<file path="src/rtl/seven_segment_pkg.sv">
// Shared definitions for the seven-segment display path: segment vector type,
// the sixteen hex glyphs in {a,b,c,d,e,f,g} order, and the blank glyph.
package seven_segment_pkg;

  typedef logic [6:0] seg_t;

  localparam seg_t SEG_0     = 7'b1111110;
  localparam seg_t SEG_1     = 7'b0110000;
  localparam seg_t SEG_2     = 7'b1101101;
  localparam seg_t SEG_3     = 7'b1111001;
  localparam seg_t SEG_4     = 7'b0110011;
  localparam seg_t SEG_5     = 7'b1011011;
  localparam seg_t SEG_6     = 7'b1011111;
  localparam seg_t SEG_7     = 7'b1110000;
  localparam seg_t SEG_8     = 7'b1111111;
  localparam seg_t SEG_9     = 7'b1111011;
  localparam seg_t SEG_A     = 7'b1110111;
  localparam seg_t SEG_B     = 7'b0011111;
  localparam seg_t SEG_C     = 7'b1001110;
  localparam seg_t SEG_D     = 7'b0111101;
  localparam seg_t SEG_E     = 7'b1001111;
  localparam seg_t SEG_F     = 7'b1000111;
  localparam seg_t SEG_BLANK = 7'b0000000;

endpackage

</file>
<file path="src/rtl/seven_segment_if.sv">
// Display bus: digit/dot/blank request toward the decoder, registered
// segment and decimal-point drives back out.
interface seven_segment_if;

  logic [3:0] in;
  logic       dot_in;
  logic       blank;
  logic       a, b, c, d, e, f, g;
  logic       dot;

  modport master (
    output in, dot_in, blank,
    input  a, b, c, d, e, f, g, dot
  );

  modport slave (
    input  in, dot_in, blank,
    output a, b, c, d, e, f, g, dot
  );

endinterface

</file>
<file path="src/rtl/seven_segment_rom.sv">
// Combinational hex-digit to segment-pattern lookup (active-high glyphs).
module seven_segment_rom
  import seven_segment_pkg::*;
(
  input  logic [3:0] in,
  output seg_t       seg
);

  always_comb begin
    seg = SEG_BLANK;
    case (in)
      4'h0: seg = SEG_0;
      4'h1: seg = SEG_1;
      4'h2: seg = SEG_2;
      4'h3: seg = SEG_3;
      4'h4: seg = SEG_4;
      4'h5: seg = SEG_5;
      4'h6: seg = SEG_6;
      4'h7: seg = SEG_7;
      4'h8: seg = SEG_8;
      4'h9: seg = SEG_9;
      4'hA: seg = SEG_A;
      4'hB: seg = SEG_B;
      4'hC: seg = SEG_C;
      4'hD: seg = SEG_D;
      4'hE: seg = SEG_E;
      4'hF: seg = SEG_F;
      default: seg = SEG_BLANK;
    endcase
  end

endmodule

</file>
<file path="src/rtl/seven_segment_decoder.sv">
// Seven-segment decoder: glyph lookup, blank/dot muxing, display polarity and
// a single output register (one cycle latency, async reset to dark display).
module seven_segment_decoder
  import seven_segment_pkg::*;
#(
  parameter bit ACTIVE_LOW = 1'b0
)(
  input  logic            clk,
  input  logic            rst,
  seven_segment_if.slave  bus
);

  // Dark level of every drive, as seen on the pins.
  localparam logic [7:0] DRV_DARK = ACTIVE_LOW ? 8'hFF : 8'h00;

  function automatic logic [7:0] apply_polarity(input logic [7:0] lit);
    return ACTIVE_LOW ? ~lit : lit;
  endfunction

  function automatic logic [7:0] apply_blank(input seg_t seg, input logic dp,
                                             input logic blank);
    return blank ? {SEG_BLANK, 1'b0} : {seg, dp};
  endfunction

  seg_t       seg_p0;
  logic [7:0] lit_p0;
  logic [7:0] drv_p0;
  logic [7:0] drv_p1;

  // Stage p0: decode, blank override, polarity
  seven_segment_rom u_rom (
    .in  (bus.in),
    .seg (seg_p0)
  );

  always_comb begin
    lit_p0 = apply_blank(seg_p0, bus.dot_in, bus.blank);
    drv_p0 = apply_polarity(lit_p0);
  end

  // Stage p1: output register holding post-polarity drives
  always_ff @(posedge clk or posedge rst) begin
    if (rst) drv_p1 <= DRV_DARK;
    else     drv_p1 <= drv_p0;
  end

  assign bus.a   = drv_p1[7];
  assign bus.b   = drv_p1[6];
  assign bus.c   = drv_p1[5];
  assign bus.d   = drv_p1[4];
  assign bus.e   = drv_p1[3];
  assign bus.f   = drv_p1[2];
  assign bus.g   = drv_p1[1];
  assign bus.dot = drv_p1[0];

endmodule

</file>
<file path="src/flat_wrapper.sv">
// flat-port wrapper written by rule: the top's interface ports become plain ports
module seven_segment_decoder_flat import seven_segment_pkg::*;
#(
  parameter bit ACTIVE_LOW = 1'b0
)
  (clk, rst, bus_in, bus_dot_in, bus_blank, bus_a, bus_b, bus_c, bus_d, bus_e, bus_f, bus_g, bus_dot);
  seven_segment_if bus_i ();
  input  logic clk;
  input  logic rst;
  input wire logic [$bits(bus_i.in)-1:0] bus_in;
  input wire logic [$bits(bus_i.dot_in)-1:0] bus_dot_in;
  input wire logic [$bits(bus_i.blank)-1:0] bus_blank;
  output wire logic [$bits(bus_i.a)-1:0] bus_a;
  output wire logic [$bits(bus_i.b)-1:0] bus_b;
  output wire logic [$bits(bus_i.c)-1:0] bus_c;
  output wire logic [$bits(bus_i.d)-1:0] bus_d;
  output wire logic [$bits(bus_i.e)-1:0] bus_e;
  output wire logic [$bits(bus_i.f)-1:0] bus_f;
  output wire logic [$bits(bus_i.g)-1:0] bus_g;
  output wire logic [$bits(bus_i.dot)-1:0] bus_dot;
  assign bus_i.in = bus_in;
  assign bus_i.dot_in = bus_dot_in;
  assign bus_i.blank = bus_blank;
  assign bus_a = bus_i.a;
  assign bus_b = bus_i.b;
  assign bus_c = bus_i.c;
  assign bus_d = bus_i.d;
  assign bus_e = bus_i.e;
  assign bus_f = bus_i.f;
  assign bus_g = bus_i.g;
  assign bus_dot = bus_i.dot;
  seven_segment_decoder #(.ACTIVE_LOW(ACTIVE_LOW)) u_core (.clk(clk), .rst(rst), .bus(bus_i));
endmodule
</file>
<file path="config.mk">
export PLATFORM = sky130hd
export DESIGN_NAME = seven_segment_decoder_flat
export DESIGN_NICKNAME = d
export VERILOG_FILES = /design/src/rtl/seven_segment_pkg.sv /design/src/rtl/seven_segment_if.sv /design/src/rtl/seven_segment_rom.sv /design/src/rtl/seven_segment_decoder.sv /design/src/flat_wrapper.sv
export SDC_FILE = /design/constraint.sdc
export NUM_CORES = 1
export LEC_CHECK = 0
export BUFFER_PORTS_ARGS = -buffer_cell sky130_fd_sc_hd__buf_2
export CAP_MARGIN = 0
export CORE_AREA = 2 2 39 41
export DETAILED_ROUTE_END_ITERATION = 12
export DIE_AREA = 0 0 41 43
export PLACE_DENSITY = 0.67
export SLEW_MARGIN = 20
export SYNTH_ARGS = -nofsm -noshare
export SYNTH_HDL_FRONTEND = slang
export SYNTH_SLANG_ARGS = --single-unit
</file>
<file path="constraint.sdc">
create_clock -name clk -period 0.8 [get_ports clk]
set_input_delay 0.16 -clock clk [delete_from_list [all_inputs] [get_ports clk]]
set_output_delay 0.16 -clock clk [all_outputs]
set_load 0.01 [all_outputs]
</file>
**Word level (Yosys, flattened, before mapping)**

Memory sizes are Yosys's and may differ from the RTL's.
Cells that the tools add are included.

- Bits in registers: 8
- Memories: 1
- Bits in read-only memories: 112
- Input bits: 8

Memory list:

| memory | depth | width | rd ports | clocked after memory_dff | wr ports | RTL line | text |
|---|---|---|---|---|---|---|---|
| (no name shown) | 16 | 7 | 1 | 0 | 0 | seven_segment_rom.sv:11 | `case (in)` |

- Multiplexer cells: 1

Operators with widths:

| cell | count |
|---|---|
| $mux 8 | 1 |

**Logic depth before layout (Yosys ltp)**

An unclocked memory read counts as a cell.

- Word-level depth: 2
- Depth in mapped cells: 5
- Depth with buffers taken out: 5

**By module**

From an unflattened synthesis, not the netlist that was laid out.

- Cell total of the unflattened synthesis: 50
- Area total of the unflattened synthesis: 541.8 µm²

Modules (own cells, without submodules):

| module | area an instance (µm²) | instances | cells each | sequential area each (µm²) |
|---|---|---|---|---|
| seven_segment_rom | 287.8 | 1 | 33 | 0.0 |
| seven_segment_decoder | 254.0 | 1 | 17 | 200.2 |

**Worst setup path after synthesis**

No wires, ideal clock.

- Path type: input to register
- Start: input bus_in[0]
- End: register u_core.drv_p1[4]
- Path buffers: 0
- Required time: 0.728 ns
- Data arrival time: 1.036 ns
- Stages on the path: 5
- Setup slack: -0.308 ns
- Cell sequence: inv_1 > ha_1 > inv_1 > mux4_2 > nor2_1

- Longest elaborated chain between the ends: 2

RTL lines:

| what | RTL line | text |
|---|---|---|
| start: declaration | flat_wrapper.sv:10 | `input wire logic [$bits(bus_i.in)-1:0] bus_in;` |
| $mem_v2 16x7 | n/a |  |
| $mux 8 | seven_segment_decoder.sv:22 | `return blank ? {SEG_BLANK, 1'b0} : {seg, dp};` |
| named net u_core.drv_p0[4] | seven_segment_decoder.sv:27 | `logic [7:0] drv_p0;` |
| end signal: assignment | seven_segment_decoder.sv:44 | `else drv_p1 <= drv_p0;` |
| end: declaration | seven_segment_decoder.sv:28 | `logic [7:0] drv_p1;` |

The timed path passes the listed nets, and every way through them passes these cells.

**Final worst setup path**

Same ends and word-level chain as after synthesis.

==> implementation parameters <==
Parameter                              Value

Worst setup path
  Required time at the endpoint of the critical path ... 970 ps
  Largest stage delay, worst path ... 450 ps
  CP max stage cell ... sky130_fd_sc_hd__mux4_2
  Crit-path cells ... buf_12, buf_6, ha_4, mux4_2, nor2_1
  Worst EP arrival ... 1110 ps
  Largest fanout on the critical path ... 4
  Worst setup startpoint ... bus_in[0]
  Category of the worst setup path launch point ... primary input
  Classification of the worst setup path ... in2reg
  Critical path capture point type ... flop

Routing
  First DRT Iteration DRCs ... 9
  Final Routed Wirelength ... 995 um
  Number of vias in the routed layout ... 425
  Number of detailed-routing iterations run before antenna repair ... 4
  Via-to-Cell Ratio ... 4.89
  WL/cell ... 11.4 um
  Total DRC errors in the routed layout ... 0
  Post-route antenna net violation count ... 0

Clock network
  CTS sink count ... 8
  Clock root buffer ... sky130_fd_sc_hd__clkbuf_4
  Num CTS Buffers ... 3
  H-tree depth ... 1
  Clock slew at the register clock pins of the worst setup and hold paths ... 50 ps
  CTS max path bufs ... 2
  CTS tree ... yes

Cells and area
  Non-filler cells in the finished layout ... 87
  Largest registers ... u_core.drv_p1: 8 flops
  Antenna cell count ... 0
  Area added between synthesis and finish ... 75.3%
  Register with the highest flop count ... u_core.drv_p1
  Nets@finish ... 87
  Largest register FFs ... 8
  Share of layout cells above drive strength 1 ... 0.634

Placement
  Number of input and output port buffers inserted ... 15
  Routability congestion estimate ... 0.776
  Post-DP HPWL ... 795 um
  Cell count after placement ... 82

Logic synthesis
  Syn avg cell area ... 10.6 sq um
  Most frequently used flop master after synthesis ... sky130_fd_sc_hd__dfrtp_1
  Share of synthesized registers carrying an async set or reset ... 1.00
  Total of warnings raised by yosys ... 0
  Number of unique standard cell types used by synthesis ... 19
  Portion of the post-synthesis area used by sequential elements ... 0.412
  Number of storage elements in the synthesis netlist ... 8
  Post-Syn Instances ... 46
  Post-synthesis instance area ... 485 sq um
  Number of enable-type register cells in the synthesized netlist ... 0
  Number of nets in the synthesized netlist ... 60

Floorplanning
  Floorplan die height ... 43 um
  Effective utilization at floorplan ... 0.351
  Number of rows created at floorplan ... 14
  Width of the die ... 41 um
  Core Box Area ... 1380 sq um
  Total Die Area ... 1760 sq um
  Top-level port count ... 16

GRT
  Number of antenna violations at the first check in global routing ... 0
  Number of global-route vias before repair ... 410
  Wire length of the first global-routing pass ... 1610 um
  Aggregate global routing overflow ... 0
  Overall Global Routing Usage ... 0.137
  Largest net degree at the start of global routing ... 12

Timing
  Post-route fraction of the period consumed by the critical path ... 1.18
  Slew Limit Fails ... 0
  Slew headroom ... 0.811
  Slew at the pin closest to its max-slew limit ... 283 ps
  Final hold violation count ... 0
  Least setup slack across all paths after layout ... -142 ps
  Number of endpoints failing setup at the final stage ... 12
  RSZ-0062 raised after global routing ... yes
  Setup TNS Final ... -932 ps
  Maximum clock rate ... 1060 MHz
  Post-route minimum period ... 942 ps

Power
  Power per cell area ... 1260 nW/um^2
  Clock network power share ... 0.268
  Worst vdd rail ir drop ... 0.000556 V
  Sequential group share of total power ... 0.412
  Comb power frac ... 0.320
  Power Internal ... 0.000789 W
  Switching power of the nets ... 0.000286 W
  Switching power as a share of total power ... 0.266
  Total leakage power ... 0.391 nW

Hold path
  Class of the tightest hold or removal check ... in2reg
  Startpoint of the most critical hold path ... bus_dot_in

Status
  Violations in the final reports ... setup timing
  Outcome ... finished, violations left

Job
  Max Cap Violations ... 0
[area by class of cell]
class	instances	area (sq um)
repair buffers	25	215
inverters	5	43.8
multi-input cells	30	349
flip-flops and latches	8	200
well taps	16	20.0
clock buffers	3	22.5
fillers	124	533
[cells by family (layout without fill, tap and decap cells)]
| group | count (synthesis) | after routing | share of synthesized area |
|---|---|---|---|
| compound gates | 10 | 10 | 0.157 |
| fa+ha+maj | 6 | 6 | 0.155 |
| buf+inv | 8 | 33 | 0.0928 |
| flops | 8 | 8 | 0.412 |
| mux | 2 | 2 | 0.0670 |
| simple gates | 12 | 12 | 0.116 |
[cells in the mapped netlist, types with 2 or more instances]
cell type / number / area share
sky130_fd_sc_hd__nor2_1: 6 / 0.046
sky130_fd_sc_hd__dfrtp_1: 8 / 0.41
sky130_fd_sc_hd__ha_1: 6 / 0.15
sky130_fd_sc_hd__nor2b_1: 2 / 0.026
sky130_fd_sc_hd__a211oi_1: 3 / 0.046
sky130_fd_sc_hd__inv_1: 5 / 0.039
sky130_fd_sc_hd__buf_6: 2 / 0.046
sky130_fd_sc_hd__a221oi_1: 2 / 0.036
sky130_fd_sc_hd__nand2_1: 2 / 0.015
[layer usage]
metal	share of wire	track usage	up-vias
met5	0	0	-
met4	0	0.100	0
met3	0.055	0.0157	0
met2	0.60	0.244	16
met1	0.34	0.129	199
li1	-	-	210
[worst max-delay path, delay by kind of cell]
family / cells / cell delay (ps)
mux: 1 / 450
fa+ha+maj: 1 / 170
simple gates: 1 / 100
buf+inv: 2 / 230
[power by group through the flow]
stage,Combinational [W],Sequential (W),Clock (W)
CTS,0.000315,0.000441,0.000304
global route,0.000377,0.000447,0.000328
floorplan,0.000130,0.000467,0
global placement,0.000256,0.000447,0
finish,0.000344,0.000443,0.000288
detailed placement,0.000262,0.000448,0
[final timing paths]
check / endpoint / cells past startpoint
worst max-delay path: u_core.drv_p1[4] / 5
min in group asynchronous: u_core.drv_p1[1] / 3
worst min-delay path: u_core.drv_p1[0] / 2
max in group asynchronous: u_core.drv_p1[5] / 3
[through the flow]
step                      total power (W)  hold slack (ps)  area, sq um   util  worst slack, ps
after floorplan                  0.000597            -24.3          536      -             -246
after global placement           0.000704             97.4          677  0.489             -479
after detailed placement         0.000710              114          677  0.489             -517
after CTS                         0.00106              150          802  0.580             -135
after global routing              0.00115              167          851  0.615             -171
final                             0.00107              156          851  0.615             -142
[layout by cell type (no fill, tap or decap)]
cell type / synthesis / layout
sky130_fd_sc_hd__nand2_4: 0 / 1
sky130_fd_sc_hd__a21oi_1: 1 / 1
sky130_fd_sc_hd__mux2i_1: 1 / 1
sky130_fd_sc_hd__nor2b_1: 2 / 2
sky130_fd_sc_hd__o21ai_1: 0 / 1
sky130_fd_sc_hd__mux4_2: 1 / 1
sky130_fd_sc_hd__nand2_2: 0 / 1
sky130_fd_sc_hd__buf_6: 2 / 4
sky130_fd_sc_hd__a221oi_2: 0 / 2
sky130_fd_sc_hd__a211oi_1: 3 / 2
sky130_fd_sc_hd__nor3_1: 1 / 1
sky130_fd_sc_hd__inv_12: 0 / 2
sky130_fd_sc_hd__buf_4: 0 / 6
sky130_fd_sc_hd__dfrtp_1: 8 / 8
sky130_fd_sc_hd__clkbuf_4: 0 / 3
sky130_fd_sc_hd__inv_1: 5 / 2
sky130_fd_sc_hd__buf_12: 0 / 3
sky130_fd_sc_hd__and2b_2: 1 / 1
sky130_fd_sc_hd__nor2_1: 6 / 6
sky130_fd_sc_hd__buf_2: 0 / 11
sky130_fd_sc_hd__ha_1: 6 / 1
sky130_fd_sc_hd__o32ai_4: 0 / 1
sky130_fd_sc_hd__dlygate4sd3_1: 0 / 1
sky130_fd_sc_hd__a211oi_2: 0 / 1
sky130_fd_sc_hd__a31o_2: 1 / 1
sky130_fd_sc_hd__o21ai_2: 1 / 1
sky130_fd_sc_hd__inv_2: 0 / 1
sky130_fd_sc_hd__ha_4: 0 / 5
[timing repair]
item                       4_1_cts  5_1_grt
hold endpoints to repair         8        0
pin swaps                        5        3
hold buffers                     1        0
setup endpoints to repair       14       15
gates resized for setup         18        9
setup buffers                    1        0
(Power assumes the default switching activity.)
